## src/rtl/morse_blink_seq.sv

```systemverilog
// Morse symbol sequencer: plays one latched character as timed LED marks and gaps.
// Optional inter-letter tail gap enabled by defining MORSE_LETTER_GAP_EN.
module morse_blink_seq #(
  parameter int MAX_LEN     = 4,
  parameter int LEN_W       = $clog2(MAX_LEN+1),
  parameter int UNIT_CYCLES = 25000000,
  parameter int DASH_UNITS  = 3
) (
  input  logic               clk,
  input  logic               rst_n,
  input  logic               start,
  input  logic [MAX_LEN-1:0] mcode,
  input  logic [LEN_W-1:0]   mlength,
  input  logic               abort,
  output logic               led,
  output logic               shortbl,
  output logic               longbl,
  output logic               busy,
  output logic               finish
);

  localparam int CNT_W = $clog2(DASH_UNITS*UNIT_CYCLES+1);
  localparam logic [CNT_W-1:0] UNIT_LD = CNT_W'(UNIT_CYCLES);
  localparam logic [CNT_W-1:0] DASH_LD = CNT_W'(DASH_UNITS*UNIT_CYCLES);
  localparam logic [LEN_W-1:0] LEN_MAX = LEN_W'(MAX_LEN);

  typedef enum logic [1:0] {
    S_IDLE = 2'd0,
    S_MARK = 2'd1,
    S_GAP  = 2'd2
`ifdef MORSE_LETTER_GAP_EN
    ,S_TAIL = 2'd3
`endif
  } state_t;

  state_t             r_state;
  logic [MAX_LEN-1:0] r_code;
  logic [LEN_W-1:0]   r_len;
  logic [CNT_W-1:0]   r_cnt;
  logic               r_finish;

  state_t             w_state_nxt;
  logic [MAX_LEN-1:0] w_code_nxt;
  logic [LEN_W-1:0]   w_len_nxt;
  logic [CNT_W-1:0]   w_cnt_nxt;
  logic               w_finish_nxt;
  logic [LEN_W-1:0]   w_len_clamp;
  logic [LEN_W-1:0]   w_len_dec;
  logic               w_cnt_done;

  assign w_len_clamp = (mlength > LEN_MAX) ? LEN_MAX : mlength;
  assign w_len_dec   = r_len - LEN_W'(1);
  assign w_cnt_done  = (r_cnt == CNT_W'(1));

  always_comb begin
    w_state_nxt  = r_state;
    w_code_nxt   = r_code;
    w_len_nxt    = r_len;
    w_cnt_nxt    = r_cnt;
    w_finish_nxt = 1'b0;
    led          = 1'b0;
    shortbl      = 1'b0;
    longbl       = 1'b0;
    busy         = 1'b1;
    finish       = r_finish;

    case (r_state)
      S_IDLE: begin
        busy = 1'b0;
        if (start && !abort) begin
          w_code_nxt = mcode;
          w_len_nxt  = w_len_clamp;
          if (w_len_clamp == '0) begin
            w_finish_nxt = 1'b1;
          end else begin
            w_state_nxt = S_MARK;
            w_cnt_nxt   = mcode[0] ? DASH_LD : UNIT_LD;
          end
        end
      end
      S_MARK: begin
        led     = 1'b1;
        shortbl = ~r_code[0];
        longbl  = r_code[0];
        if (w_cnt_done) begin
          w_code_nxt = r_code >> 1;
          w_len_nxt  = w_len_dec;
          if (w_len_dec != '0) begin
            w_state_nxt = S_GAP;
            w_cnt_nxt   = UNIT_LD;
          end else begin
`ifdef MORSE_LETTER_GAP_EN
            w_state_nxt = S_TAIL;
            w_cnt_nxt   = DASH_LD;
`else
            w_state_nxt  = S_IDLE;
            w_finish_nxt = 1'b1;
`endif
          end
        end else begin
          w_cnt_nxt = r_cnt - CNT_W'(1);
        end
      end
      S_GAP: begin
        // code was already shifted at mark end, so bit0 selects the next mark length
        if (w_cnt_done) begin
          w_state_nxt = S_MARK;
          w_cnt_nxt   = r_code[0] ? DASH_LD : UNIT_LD;
        end else begin
          w_cnt_nxt = r_cnt - CNT_W'(1);
        end
      end
`ifdef MORSE_LETTER_GAP_EN
      S_TAIL: begin
        if (w_cnt_done) begin
          w_state_nxt  = S_IDLE;
          w_finish_nxt = 1'b1;
        end else begin
          w_cnt_nxt = r_cnt - CNT_W'(1);
        end
      end
`endif
      default: begin
        w_state_nxt = S_IDLE;
      end
    endcase

    if (abort && (r_state != S_IDLE)) begin
      w_state_nxt  = S_IDLE;
      w_finish_nxt = 1'b0;
    end
  end

  always_ff @(posedge clk or negedge rst_n) begin
    if (!rst_n) begin
      r_state  <= S_IDLE;
      r_code   <= '0;
      r_len    <= '0;
      r_cnt    <= '0;
      r_finish <= 1'b0;
    end else begin
      r_state  <= w_state_nxt;
      r_code   <= w_code_nxt;
      r_len    <= w_len_nxt;
      r_cnt    <= w_cnt_nxt;
      r_finish <= w_finish_nxt;
    end
  end

endmodule
```

## config.mk

```make
export PLATFORM = sky130hd
export DESIGN_NAME = morse_blink_seq
export DESIGN_NICKNAME = d
export VERILOG_FILES = /design/src/rtl/morse_blink_seq.sv
export SDC_FILE = /design/constraint.sdc
export NUM_CORES = 1
export LEC_CHECK = 0
export CAP_MARGIN = 10
export CORE_UTILIZATION = 59
export DETAILED_ROUTE_END_ITERATION = 8
export GPL_TIMING_DRIVEN = 0
export HOLD_SLACK_MARGIN = 0.15
export MAX_ROUTING_LAYER = met4
export PLACE_DENSITY = 0.79
export SKIP_LAST_GASP = 1
export SYNTH_ARGS = -nofsm -noshare
export SYNTH_HDL_FRONTEND = slang
export SYNTH_SLANG_ARGS = --single-unit
```

## constraint.sdc

```tcl
create_clock -name clk -period 2.7 [get_ports clk]
set_input_delay 0.81 -clock clk [delete_from_list [all_inputs] [get_ports clk]]
set_output_delay 0.81 -clock clk [all_outputs]
set_load 0.05 [all_outputs]
```

==> results summary <==
After layout, the worst setup slack is 68.1 ps. Setup repair after global routing could not meet its margin everywhere. The synthesized design spends more area on one cell type than any other, namely dfrtp_1. The longest clock path from root to sink contains 2 buffers.

The overall overflow remaining after global route is 0. The slowest cell on the critical path is dfrtp_1. The critical path is of the flip-flop to output pin type. The count of flip-flops with a built-in enable after synthesis is 0.

The clock input transition at the sequential cells of the worst setup and hold paths came out at 80 ps. The total count of max-transition violations in the final report is 0. The final setup skew came out at 9.80 ps. The signal on the critical path passes through inv_1 > ha_2 > buf_2 > buf_4 > nor2b_4 > buf_2. The overall die width came out at 66.0 microns. For this design the static power due to leakage is 1.16 nW.

The setup total negative slack is 0 ps. Along the worst path, the maximum fanout reaches 10. For this configuration, the core starts out at a cell density of 63.6%. The iteration-0 DRC count of the detailed router is 224. TritonCTS built the clock tree. The first-pass GRT wire length is 10000 microns.

The post-CTS setup repair buffer count is 0. The maximum single-stage delay on the critical path is 410 ps. The worst-skew pair later-pin latency came out at 290 ps. The flow ran to the end, and the final reports show no timing, DRC or antenna violations. In this run the power density over the cells is 1220 nW/um^2. After synthesis the cells add up to 2410 sq um.

The total routing resource utilization after global routing came out at 31.0%. After routing the design area is 2750 sq um. The maximum number of pins on one net before global-route repair is 38. The final route contains 2259 vias.

The number of buffer and inverter stages on the critical path is 4. The hold violation count in the final report is 0. The via density per instance came out at 6.44. During I/O placement, the number of pins put on the boundary was 16. The max-slew headroom at the worst pin came out at 44.4%.

The initial antenna violation count came out at 0. The antenna diode count came out at 0. After detailed routing, the average wire length per cell comes to 17.1 microns. The highest metal layer with signal wires is met4. The arrival time of data at the critical path endpoint came out at 1820 ps. For the pin with the worst max-slew slack, the measured transition is 834 ps. The netlist uses 56 different library cells. STA classifies the critical path startpoint as a flip-flop. The post-route fraction of the period consumed by the critical path is 97.5%.

Counting flops and latches in the post-synthesis netlist gives 37. The path class of the tightest hold or removal check is flip-flop to flip-flop. On the critical path the largest part of the delay comes from buffers and inverters. In this run the remaining antenna-violating nets after routing total 0. The total core area is 3800 sq um.

The share of synthesized registers carrying an async set or reset is 100%. The die footprint came out at 4350 sq um. The maximum clock frequency came out at 380 MHz. The placed instances occupy a cell area of 2630 sq um. At the end of routability-driven placement, the weighted congestion stood at 0.855. The clock period minus final worst setup slack is 2630 ps. Timing analysis after detailed placement gives a worst setup slack of -631 ps.

STA classifies the critical path endpoint as an output pin. By count the netlist is led by dfrtp_1 (37), nor2_1 (33), nand2_1 (20), a21oi_1 (19), o21ai_0 (17). The root buffer cell chosen for the clock tree is clkbuf_8.

The number of warning messages in the yosys log came out at 0. The total wire length came out at 6020 microns. The combined flip-flop and latch cell area is 926 sq um. VDD sags by at most 777 uV. The number of nets in the final layout is 321. The max-capacitance violation count came out at 0. The synthesized area divided by synthesized cell count came out at 8.62 sq um. The multi-input combinational cells in the finished layout cover a total of 1410 sq um. Counting every sink on the clock net gives 37. The final core area utilization is 72.3%. Among all flip-flop cells after synthesis, the most frequent one is dfrtp_1. The amount of wire on met3 after detailed routing came out at 406 microns. The number of instances in the synthesized netlist is 280. Counting every net in the synthesized netlist gives 299. The HPWL after detailed placement is 4230 microns. Clock tree synthesis inserted a total of 5 buffers.

The portion of synthesized cell area occupied by the leading cell type came out at 38.3%. The number of levels in the clock H-tree is 2. The iteration count of the initial detailed-routing pass is 4.

The DRC violation count after routing is 0. The count of fill cells added during filler insertion came out at 321. The share of layout cells above drive strength 1 came out at 13.9%. The number of global-route vias before repair is 2164. Sorting the synthesized cells by area gives the leading types as dfrtp_1 (38%), nor2_1 (5.1%), ha_1 (4.1%).

The most common cell in the netlist is dfrtp_1. The required time at the worst-slack endpoint came out at 1890 ps. The cell that appears most often on the critical path is buf_2. The standard-cell row count came out at 22. The routed metal-1 wirelength is 2750 microns. Of the synthesized area, sequential elements account for 38.3%. After detailed routing, the met2 layer carries 2750 microns of wire. The layout overhead on the synthesized area is 13.8%. The final number of setup-violating endpoints came out at 0. Port buffering added 15 buffers.

The die outline height is 66.0 microns.
final timing paths:
check                                 from        end  slack, ps  depth (start not counted)
worst max-delay path            r_state[1]    shortbl         70                          6
worst max register to register    r_cnt[0]  r_cnt[14]        170                          8
min in group asynchronous            rst_n  r_cnt[26]        620                          1
worst min-delay path              r_cnt[9]   r_cnt[9]        510                          2
max in group asynchronous            rst_n  r_cnt[13]       1560                          1
worst min register to register    r_cnt[9]   r_cnt[9]        510                          2
worst reg2reg max path: cells and delay by family (launching register included):
kind	cells	cell delay, ps
compound gates	3	530
buf+inv	1	80
simple gates	3	1170
fa+ha+maj	1	220
flops	1	450
routing by layer:
metal,up-vias,track usage (%)
li1,1090,-
met1,1078,41.8
met2,79,47.3
met3,12,5.52
met4,0,10.1
met5,-,-
logic make-up after synthesis:
kind of cell,Yosys count,share of synthesized area [%]
buffers and inverters,23,4.72
DFF,37,38.3
and+or+nand+nor,105,23.3
muxes,4,1.71
adders and majority gates,8,4.15
AOI/OAI and AO/OA,103,27.8
per-stage QoR:
step,hold WS (ps),power (mW),instances
after CTS,509,3.29,351
final,510,3.35,351
after global routing,546,3.59,351
after floorplan,459,2.39,280
after detailed placement,490,2.87,343
after global placement,477,2.82,343
flip-flops by register name, summed over array words and instances, names as in the netlist:
signal / count
r_cnt: 27
r_len: 3
finish: 1
r_state: 2
r_code: 4
repair_timing:
| action | CTS | global route |
|---|---|---|
| resized for setup | 13 | 9 |
| hold buffers | 0 | 0 |
| endpoints found under the setup margin | 8 | 11 |
power breakdown:
group	total, mW	internal, mW	switching, mW
registers	0.966	0.755	0.211
logic	1.95	0.759	1.20
clock network	0.432	0.231	0.201
cell usage in the layout, fill, tap and decap left out, types with 10 or more instances in the layout:
master           synthesis  routed
dfrtp_1                 37      37
nor2_1                  33      32
nand2_1                 20      19
a21oi_1                 19      19
o21ai_0                 17      17
a31oi_1                 15      15
o21ai_1                 15      15
nor3_1                  11      11
clkdlybuf4s50_1          0      11
inv_1                   10      10
area by class of cell:
cell class	count	share of cell area (%)
Buffer	13	2.96
Clock buffer	7	3.51
Clock inverter	1	0.182
Inverter	10	1.37
Multi-Input combinational cell	220	51.1
Sequential cell	37	33.7
Tap cell	48	2.19
Timing Repair Buffer	15	4.96
No activity file was read; power rests on OpenSTA's default activity.
==> RTL edit: new RTL, same settings <==
The 3 states of `state_t` get a one-hot encoding in 3 bits.
--- a/src/rtl/morse_blink_seq.sv
+++ b/src/rtl/morse_blink_seq.sv
@@ -26,6 +26,6 @@
 
-  typedef enum logic [1:0] {
-    S_IDLE = 2'd0,
-    S_MARK = 2'd1,
-    S_GAP  = 2'd2
+  typedef enum logic [2:0] {
+    S_IDLE = 3'b001,
+    S_MARK = 3'b010,
+    S_GAP  = 3'b100
 `ifdef MORSE_LETTER_GAP_EN
Behaviour: same outputs for any inputs over 10 cycles, from zero or initial values and one cycle with rst_n low; not proved beyond that.
==> RTL edit against the original RTL <==
  * Synthesized cell count decreased by 2.1%
  * Clock skew fell by 4.1 ps
  * Setup slack better by 21 ps
  * Sequential cell count up 1
  * Area after synthesis is 2.5% lower
  * Die area is 2.4% lower
  * Routed wire length down 11%
  * Final area down 0.50%
  * Core utilization is 0.70 points higher
Power is not compared: it rests on default switching activity, and its combinational part moved more than twofold at a synthesized area within 25%.
==> RTL edit: results <==
{
  "r2r-end": "r_cnt[23]",
  "reg2reg_depth": 9,
  "worst_ir_drop_vdd_uv": 492,
  "slew_limit_headroom_pct": 43.5,
  "global_route_wire_length_before_repair_mm": 9.05,
  "synth_sequential_area_ratio_pct": 40.4,
  "worst_setup_path_endpoint": "longbl",
  "critical_path.slowest_cell": "sky130_fd_sc_hd__dfrtp_2",
  "highest-signal-layer": "met4",
  "antenna_cells": 0,
  "critical_path.reg2reg.startpoint": "r_cnt[4]",
  "clock_network_latency_to_the_later_pin_of_the_worst_skew_pair_ps": 290,
  "ys_dominant_reg_cell": "sky130_fd_sc_hd__dfrtp_1",
  "preCtsSetupSlack_ps": -650,
  "cp-startpoint": "r_state[2]",
  "clk_pin_slew_worst_paths_ps": 70,
  "detailed_place_hpwl_mm": 3.75,
  "vias": 2098,
  "met1Wirelength_mm": 2.52,
  "netlist_top_cells_area": "sky130_fd_sc_hd__dfrtp_1 39%, sky130_fd_sc_hd__o21ai_0 5.3%, sky130_fd_sc_hd__nor2_1 4.9%",
  "number_of_instances_on_the_worst_hold_path": 2,
  "synth.distinct_cells": 50,
  "reg.largest.list": "r_cnt: 27 flops, r_code: 4 flops",
  "hold_class": "reg2reg",
  "ctsHtreeMaxLevel": 2,
  "drtPass1Iterations": 4,
  "synth.avg_cell_area_um2": 8.59,
  "detailroute.wirelength.met2_mm": 2.44,
  "synth_enable_flop_cells": 0,
  "synth_fp_nets": 289,
  "register_to_register_path_setup_slack_ps": 130,
  "max_buffers_root_to_sink": 2,
  "worstPathArrival_ps": 1800,
  "critical-path-max-stage-delay_ps": 450,
  "via_count_of_the_first_global_routing_pass": 1983,
  "grt_start_max_net_pins": 39,
  "leakagePower_nw": 1.15,
  "final_nets": 310,
  "met3RoutedLength_um": 280,
  "n_fill_cell": 301,
  "globalplace.congestion": 0.844,
  "drt_first_iter_violations": 265,
  "global_route.usage.total_pct": 28.5,
  "fmax_ghz": 0.383,
  "drive_above_1_share_pct": 14.9,
  "port_buffers": 15,
  "finalNonFillerCells": 344,
  "result_of_the_run": "complete, no violations",
  "synth_top_cells_by_count": "37 x sky130_fd_sc_hd__dfrtp_1, 31 x sky130_fd_sc_hd__nor2_1, 25 x sky130_fd_sc_hd__o21ai_0, 18 x sky130_fd_sc_hd__a21oi_1, 15 x sky130_fd_sc_hd__nand2_1",
  "fin_worst_skew_ps": 5.67,
  "wl_per_cell_um": 15.6,
  "cts_inserted_buffers": 5
}
-- RTL edit: through the flow --
step,cell area (um^2),setup TNS (ps),hold slack (ps)
2_1_floorplan,2360,0,450
3_3_place_gp,2570,-11020,467
3_5_place_dp,2560,-8830,476
4_1_cts,2670,-117,489
5_1_grt,2730,0,509
6_report,2730,0,485
-- RTL edit: worst min-delay path by stage --
stage | to | slack [ps] | from
floorplan | r_code[1] | 450 | r_code[1]
global placement | r_len[1] | 470 | r_len[1]
detailed placement | r_code[1] | 480 | r_code[1]
CTS | r_code[1] | 490 | r_code[1]
global route | r_code[1] | 510 | r_code[1]
finish | r_len[1] | 490 | r_len[1]
-- RTL edit: where the power goes --
part	internal, W	switching (W)
Clock	0.000258	0.000197
Sequential	0.000674	0.000109
Combinational	0.000205	0.000253
-- RTL edit: final cells by class --
cell class | instances | share of cell area, %
Inverter | 10 | 1.37
Multi-Input combinational cell | 213 | 49.6
Buffer | 10 | 2.38
Clock buffer | 8 | 4.03
Timing Repair Buffer | 17 | 5.58
Sequential cell | 38 | 34.9
Tap cell | 48 | 2.20
-- RTL edit: metal layers --
metal  vias to the layer above  track usage [%]
li1                       1040                -
met1                       981             39.7
met2                        63             41.9
met3                        14             5.03
met4                         0             10.3
met5                         -                -
-- RTL edit: critical path: cells and delay by family (launching register included) --
kind	cells	cell delay, ps
buf+inv	3	460
simple gates	3	590
flops	1	450
-- RTL edit: what timing repair did --
action,in CTS,in global routing
endpoints found under the setup margin,15,16
pin swaps,0,1
setup buffers,0,2
gates resized for setup,20,20
-- RTL edit: kinds of logic after synthesis --
logic type	synth area share (%)
muxes	1.28
xor gates and xnor gates	3.35
buffers and inverters	4.20
adders and majority gates	2.13
AOI/OAI and AO/OA	20.8
and+or+nand+nor	27.8
DFF	40.4
